[src/rtl/pipe_ctrl.sv]
// pipe_ctrl: sequencing controller for the five-stage IF/ID/EXE/MEM/WB core.
// Tracks per-stage occupancy and derives allow-in and advance strobes from the
// stage finish signals. Resolves taken jumps (one delay slot), EXE overflow
// exceptions and ERET. Produces the PC redirect and holds EPC and EXL.
module pipe_ctrl #(
  parameter logic [31:0] EXC_VECTOR = 32'hBFC0_0380
) (
  input  logic        clk,
  input  logic        resetn,
  input  logic        if_finish,
  input  logic        id_finish,
  input  logic        exe_finish,
  input  logic        mem_finish,
  input  logic        wb_finish,
  input  logic        id_hazard,
  input  logic        exe_jump,
  input  logic [29:0] exe_addr,
  input  logic        exe_of,
  input  logic [31:0] exe_epc,
  input  logic        wb_eret,
  output logic        if_valid,
  output logic        id_valid,
  output logic        exe_valid,
  output logic        mem_valid,
  output logic        wb_valid,
  output logic        if_allow_in,
  output logic        id_allow_in,
  output logic        exe_allow_in,
  output logic        mem_allow_in,
  output logic        wb_allow_in,
  output logic        if_to_id_go,
  output logic        id_to_exe_go,
  output logic        exe_to_mem_go,
  output logic        mem_to_wb_go,
  output logic        wb_retire,
  output logic        redirect,
  output logic [31:0] redirect_pc,
  output logic [31:0] epc_q,
  output logic        exl
);

  // A jump whose delay slot was still in IF waits here for that slot to move.
  logic        jump_pending_r;
  logic [29:0] jump_target_r;

  // Control-flow events after priority resolution (eret > exc > jmp > pending).
  logic eret_s;
  logic exc_s;
  logic jmp_s;
  logic jmp_now_s;
  logic jmp_defer_s;
  logic pend_fire_s;

  // Allow/go chain, resolved from WB backwards so backpressure ripples upstream.
  assign wb_retire     = wb_valid & wb_finish;
  assign wb_allow_in   = ~wb_valid | wb_finish;
  assign mem_to_wb_go  = mem_valid & mem_finish & wb_allow_in;
  assign mem_allow_in  = ~mem_valid | mem_to_wb_go;
  assign exe_to_mem_go = exe_valid & exe_finish & mem_allow_in & ~exe_of;
  assign exe_allow_in  = ~exe_valid | exe_to_mem_go;
  assign id_to_exe_go  = id_valid & id_finish & exe_allow_in & ~id_hazard;
  assign id_allow_in   = ~id_valid | id_to_exe_go;
  assign if_to_id_go   = if_valid & if_finish & id_allow_in;
  assign if_allow_in   = ~if_valid | if_to_id_go;

  // Exception and jump are mutually exclusive: an overflow blocks exe_to_mem_go.
  assign eret_s      = wb_retire & wb_eret;
  assign exc_s       = exe_valid & exe_finish & exe_of & ~eret_s;
  assign jmp_s       = exe_to_mem_go & exe_jump & ~eret_s;
  assign jmp_now_s   = jmp_s & id_valid;
  assign jmp_defer_s = jmp_s & ~id_valid;
  assign pend_fire_s = jump_pending_r & if_to_id_go & ~eret_s & ~exc_s & ~jmp_s;

  // Select the fetch redirect target for this cycle's winning event.
  always_comb begin
    redirect    = 1'b0;
    redirect_pc = 32'h0000_0000;
    if (eret_s) begin
      redirect    = 1'b1;
      redirect_pc = epc_q;
    end else if (exc_s) begin
      redirect    = 1'b1;
      redirect_pc = EXC_VECTOR;
    end else if (jmp_now_s) begin
      redirect    = 1'b1;
      redirect_pc = {exe_addr, 2'b00};
    end else if (pend_fire_s) begin
      redirect    = 1'b1;
      redirect_pc = {jump_target_r, 2'b00};
    end else begin
      redirect    = 1'b0;
      redirect_pc = 32'h0000_0000;
    end
  end

  // Stage occupancy: normal advance, with flushes applied to the younger stages.
  always_ff @(posedge clk or negedge resetn) begin
    if (!resetn) begin
      if_valid  <= 1'b0;
      id_valid  <= 1'b0;
      exe_valid <= 1'b0;
      mem_valid <= 1'b0;
      wb_valid  <= 1'b0;
    end else begin
      wb_valid <= wb_allow_in ? mem_to_wb_go : wb_valid;
      if (eret_s) begin
        if_valid  <= 1'b0;
        id_valid  <= 1'b0;
        exe_valid <= 1'b0;
        mem_valid <= 1'b0;
      end else if (exc_s) begin
        if_valid  <= 1'b0;
        id_valid  <= 1'b0;
        exe_valid <= 1'b0;
        mem_valid <= mem_allow_in ? exe_to_mem_go : mem_valid;
      end else if (jmp_now_s) begin
        // Delay slot in ID proceeds; whatever IF fetched past it is dropped.
        if_valid  <= 1'b0;
        id_valid  <= id_allow_in ? 1'b0 : id_valid;
        exe_valid <= exe_allow_in ? id_to_exe_go : exe_valid;
        mem_valid <= mem_allow_in ? exe_to_mem_go : mem_valid;
      end else begin
        if_valid  <= if_allow_in ? 1'b1 : if_valid;
        id_valid  <= id_allow_in ? if_to_id_go : id_valid;
        exe_valid <= exe_allow_in ? id_to_exe_go : exe_valid;
        mem_valid <= mem_allow_in ? exe_to_mem_go : mem_valid;
      end
    end
  end

  // EPC capture on the first exception; EXL set by exceptions, cleared by ERET.
  always_ff @(posedge clk or negedge resetn) begin
    if (!resetn) begin
      epc_q <= 32'h0000_0000;
      exl   <= 1'b0;
    end else if (eret_s) begin
      epc_q <= epc_q;
      exl   <= 1'b0;
    end else if (exc_s && !exl) begin
      epc_q <= exe_epc;
      exl   <= 1'b1;
    end else begin
      epc_q <= epc_q;
      exl   <= exl;
    end
  end

  // Deferred-jump tracking: latch when the delay slot is still in IF.
  always_ff @(posedge clk or negedge resetn) begin
    if (!resetn) begin
      jump_pending_r <= 1'b0;
      jump_target_r  <= 30'h0000_0000;
    end else if (eret_s || exc_s) begin
      jump_pending_r <= 1'b0;
      jump_target_r  <= jump_target_r;
    end else if (jmp_defer_s) begin
      jump_pending_r <= 1'b1;
      jump_target_r  <= exe_addr;
    end else if (pend_fire_s) begin
      jump_pending_r <= 1'b0;
      jump_target_r  <= jump_target_r;
    end else begin
      jump_pending_r <= jump_pending_r;
      jump_target_r  <= jump_target_r;
    end
  end

endmodule

[config.mk]
export PLATFORM = sky130hd
export DESIGN_NAME = pipe_ctrl
export DESIGN_NICKNAME = d
export VERILOG_FILES = /design/src/rtl/pipe_ctrl.sv
export SDC_FILE = /design/constraint.sdc
export NUM_CORES = 1
export LEC_CHECK = 0
export CORE_MARGIN = 2
export CORE_UTILIZATION = 45
export DETAILED_ROUTE_END_ITERATION = 8
export PLACE_DENSITY = 0.86
export SLEW_MARGIN = 20
export SYNTH_ARGS = -nofsm -noshare
export SYNTH_HDL_FRONTEND = slang
export SYNTH_SLANG_ARGS = --single-unit
[constraint.sdc]
create_clock -name clk -period 4.6 [get_ports clk]
set_clock_uncertainty 0.05 [all_clocks]
set_input_delay 0.92 -clock clk [delete_from_list [all_inputs] [get_ports clk]]
set_output_delay 0.92 -clock clk [all_outputs]
set_load 0.02 [all_outputs]
==> out/metrics.csv <==
stage;metric;value;unit
global_route;vias in the first global route;3031;
place;HPWL after DPL;6627;um
die;initial core utilization;0.4647;
routing;Vias;2952;
run;MaxCap Viol Count;0;
routing;DRT Wirelength;9201;um
sta;RSZ-0062 raised after global routing;no;
finish;filler cell count;544;
clocking;H-tree depth;3;
setup_path;Worst Path Max Fanout;21;
die;Die Wd;90.55;um
routing;initial detailed-routing violation count;110;
die;FP Rows;31;
logic_synthesis;cell count after synthesis;293;
setup_path;Top cell by count, worst path;clkdlybuf4s50_1;
routing;Routed WL per cell;16.64;um
sta;Slew Viols, Final;0;
logic_synthesis;cell taking the most area after synthesis;dfrtp_1;
setup_path;R2R setup slack;2230;ps
setup_path;CP required;3630;ps
logic_synthesis;Seq/Total Area, Yosys;0.5122;
logic_synthesis;Simple-Gate Fraction of Synth Area;0.07424;
setup_path;CP max stage delay;650;ps
place;Placer Congestion;0.8503;
clocking;Clock transition at path regs;80;ps
place;Post-Place Cells;537;
logic_synthesis;Synth Area in Compound Gates;0.1492;
routing;vias per cell;5.338;
logic_synthesis;post-synthesis xor/xnor area fraction;0;
power_and_ir_drop;Psw;1.018;mW
logic_synthesis;synth top area cells;dfrtp_1, mux2_2, o21ai_0;
logic_synthesis;mux cell area share after synthesis;0.2071;
global_route;overall global routing resource usage;0.2277;
logic_synthesis;syn_area_per_cell;11.50;um^2
global_route;pin count of the biggest net entering global routing;45;
sta;Relative slew margins;0.4244;
global_route;antenna violations before repair;0;
place;Buffers on Ports;153;
min_path;Hold WC Path Type;input port to async pin;
clocking;total CTS buffers;9;
logic_synthesis;top-count cell post-synth;dfrtp_1;
logic_synthesis;Ys Warns;0;
setup_path;reg-to-reg startpoint;wb_valid;
die;Die ar.;8198;um^2
finish;final std cells w/o fill;553;
clocking;hold bufs inserted after CTS;0;
finish;layout cell share with drive strength beyond 1;0.2004;
logic_synthesis;post-synthesis cell type count;32;
sta;Final period util;0.9199;
power_and_ir_drop;sw frac;0.3581;
setup_path;type of origin of the critical path;input port;
global_route;first-pass GRT wire length;15040;um
power_and_ir_drop;leakage power;2.183;nW
setup_path;critical-path cell list;clkdlybuf4s50_1 -> and3b_1 -> nand2_1 -> nor3_4 -> buf_4 -> a21oi_1 -> o22ai_1 -> clkdlybuf4s50_1;
clocking;post-CTS resize count;0;
setup_path;Worst R2R End;epc_q[2];
die;core area;7253;um^2
clocking;clock tree sinks;69;
routing;post-route ant nets;0;
finish;Antenna diodes;0;
sta;Final min period;4232;ps
finish;register area;1727;um^2
finish;Area Overhead vs Synth;54.68;%
clocking;root buffer cell;clkbuf_8;
die;I/O pins;154;
die;DIE HEIGHT;90.55;um
sta;Setup TNS;0;ps
power_and_ir_drop;share of power burned in registers;0.373;
logic_synthesis;synth cell count leaders;dfrtp_1, mux2_2, o21ai_0, inv_1, a22oi_1;
sta;final-report hold violation count;0;
power_and_ir_drop;Internal;1.824;mW
power_and_ir_drop;clock power share;0.174;
setup_path;FF-to-FF path depth;5;
global_route;grt total ovfl;0;
clocking;setup bufs post-CTS;0;
setup_path;Crit-path slowest cell;clkdlybuf4s50_1;
logic_synthesis;largest family of logic cells by synthesized area;multiplexers;
sta;final setup violating endpoints;0;
logic_synthesis;post-synthesis sequential element count;69;
clocking;CTS Buffer Depth;2;
logic_synthesis;ys async rst share;1.000;
finish;Final nets;523;
clocking;CTS tree;built;
setup_path;Critical Path AT;3260;ps
finish;multi-input logic area;1464;um^2
logic_synthesis;number of synthesized flops with an enable pin;0;
logic_synthesis;Synth Flop Type;dfrtp_1;
routing;DR DRC count;0;
clocking;Clock Latency Late Sink;320;ps
setup_path;Worst setup EP type;primary output;
logic_synthesis;mapped cell area;3371;um^2
power_and_ir_drop;Cell Pwr Density;545.1;nW/um^2
logic_synthesis;post-synth top area share;0.5122;
logic_synthesis;post-synthesis adder-cell area fraction;0;
routing;DRT Pass-1 Iters;4;
sta;Peak Freq;236.3;MHz
sta;Tightest Pin Transition;863.4;ps
power_and_ir_drop;Combinational Power Share;0.453;
setup_path;CP Class;input port to primary output;
run_status;status;finished, final reports clean;
logic_synthesis;syn_nets;366;
power_and_ir_drop;Peak VDD IR;0.0003305;V
==> how the worst max path moves through the flow <==
stage                    start              end  cells past startpoint
floorplan            wb_finish  redirect_pc[16]                      6
global placement    exe_finish  redirect_pc[27]                      8
detailed placement  exe_finish   redirect_pc[7]                      8
CTS                 exe_finish   redirect_pc[7]                      8
global route        exe_finish  redirect_pc[27]                      8
finish              exe_finish  redirect_pc[27]                      8
==> logic make-up (layout without fill, tap and decap cells) <==
logic type | after synthesis | in the layout
compound gates | 81 | 81
flops | 69 | 69
mux | 62 | 62
simple gates | 42 | 42
buf+inv | 39 | 200
==> per-layer routing <==
metal	GRT usage	routed length, um	vias to the layer above
met5	0	0	-
met3	0.04508	517	20
met4	0.09359	215	0
met1	0.2862	3898	1449
met2	0.3843	4571	120
li1	-	-	1363
==> per-stage QoR <==
stage / cell area (um^2) / util / power [mW] / hold slack, ps / worst slack, ps
3_5_place_dp: 4995 / 0.6886 / 2.358 / 425.0 / 413.0
5_1_grt: 5214 / 0.7188 / 3.002 / 409.0 / 260.9
6_report: 5214 / 0.7188 / 2.842 / 407.9 / 368.4
4_1_cts: 5194 / 0.7161 / 2.860 / 440.7 / 403.3
2_1_floorplan: 3371 / - / 1.716 / 401.2 / 1233
3_3_place_gp: 4995 / 0.6886 / 2.320 / 412.9 / 473.1
==> layout make-up <==
class	count	area share
clock buffers	11	0.02904
clock inverters	4	0.009119
inverters	21	0.01512
multi-input cells	185	0.2808
flip-flops and latches	69	0.3312
well taps	99	0.02376
repair buffers	164	0.3110
==> sequential cells by signal (all words and copies together) (netlist names) <==
signal	flops
epc_q	32
exe_valid	1
exl	1
id_valid	1
if_valid	1
jump_pending_r	1
jump_target_r	30
mem_valid	1
wb_valid	1
==> power by group through the flow <==
stage | clock (mW) | sequential, mW | combinational [mW]
after floorplan | 0 | 1.21 | 0.509
after global placement | 0 | 1.05 | 1.27
after detailed placement | 0 | 1.07 | 1.29
after CTS | 0.504 | 1.06 | 1.30
after global routing | 0.532 | 1.11 | 1.36
final | 0.494 | 1.06 | 1.29
==> worst max-delay path: cells and delay by family <==
| kind | cells | cell delay (ps) |
|---|---|---|
| buffers and inverters | 3 | 1430 |
| and+or+nand+nor | 3 | 570 |
| AOI/OAI and AO/OA | 2 | 330 |
==> cells in the final DEF, fill, tap and decap left out, types with 2 or more instances in the layout <==
cell	Yosys	layout
nor2_1	14	14
nand3_1	3	3
clkdlybuf4s50_1	0	152
nand2_1	8	8
clkinv_2	0	2
o22ai_1	12	12
a21oi_1	17	17
nand3b_1	3	3
inv_1	20	20
o21ai_0	30	30
buf_4	5	10
a22oi_1	18	18
mux2_1	7	7
nor3_4	1	3
and2_1	3	3
and3_1	2	2
mux2_2	55	55
dfrtp_1	69	69
clkbuf_8	0	11
(Power assumes the default switching activity.)
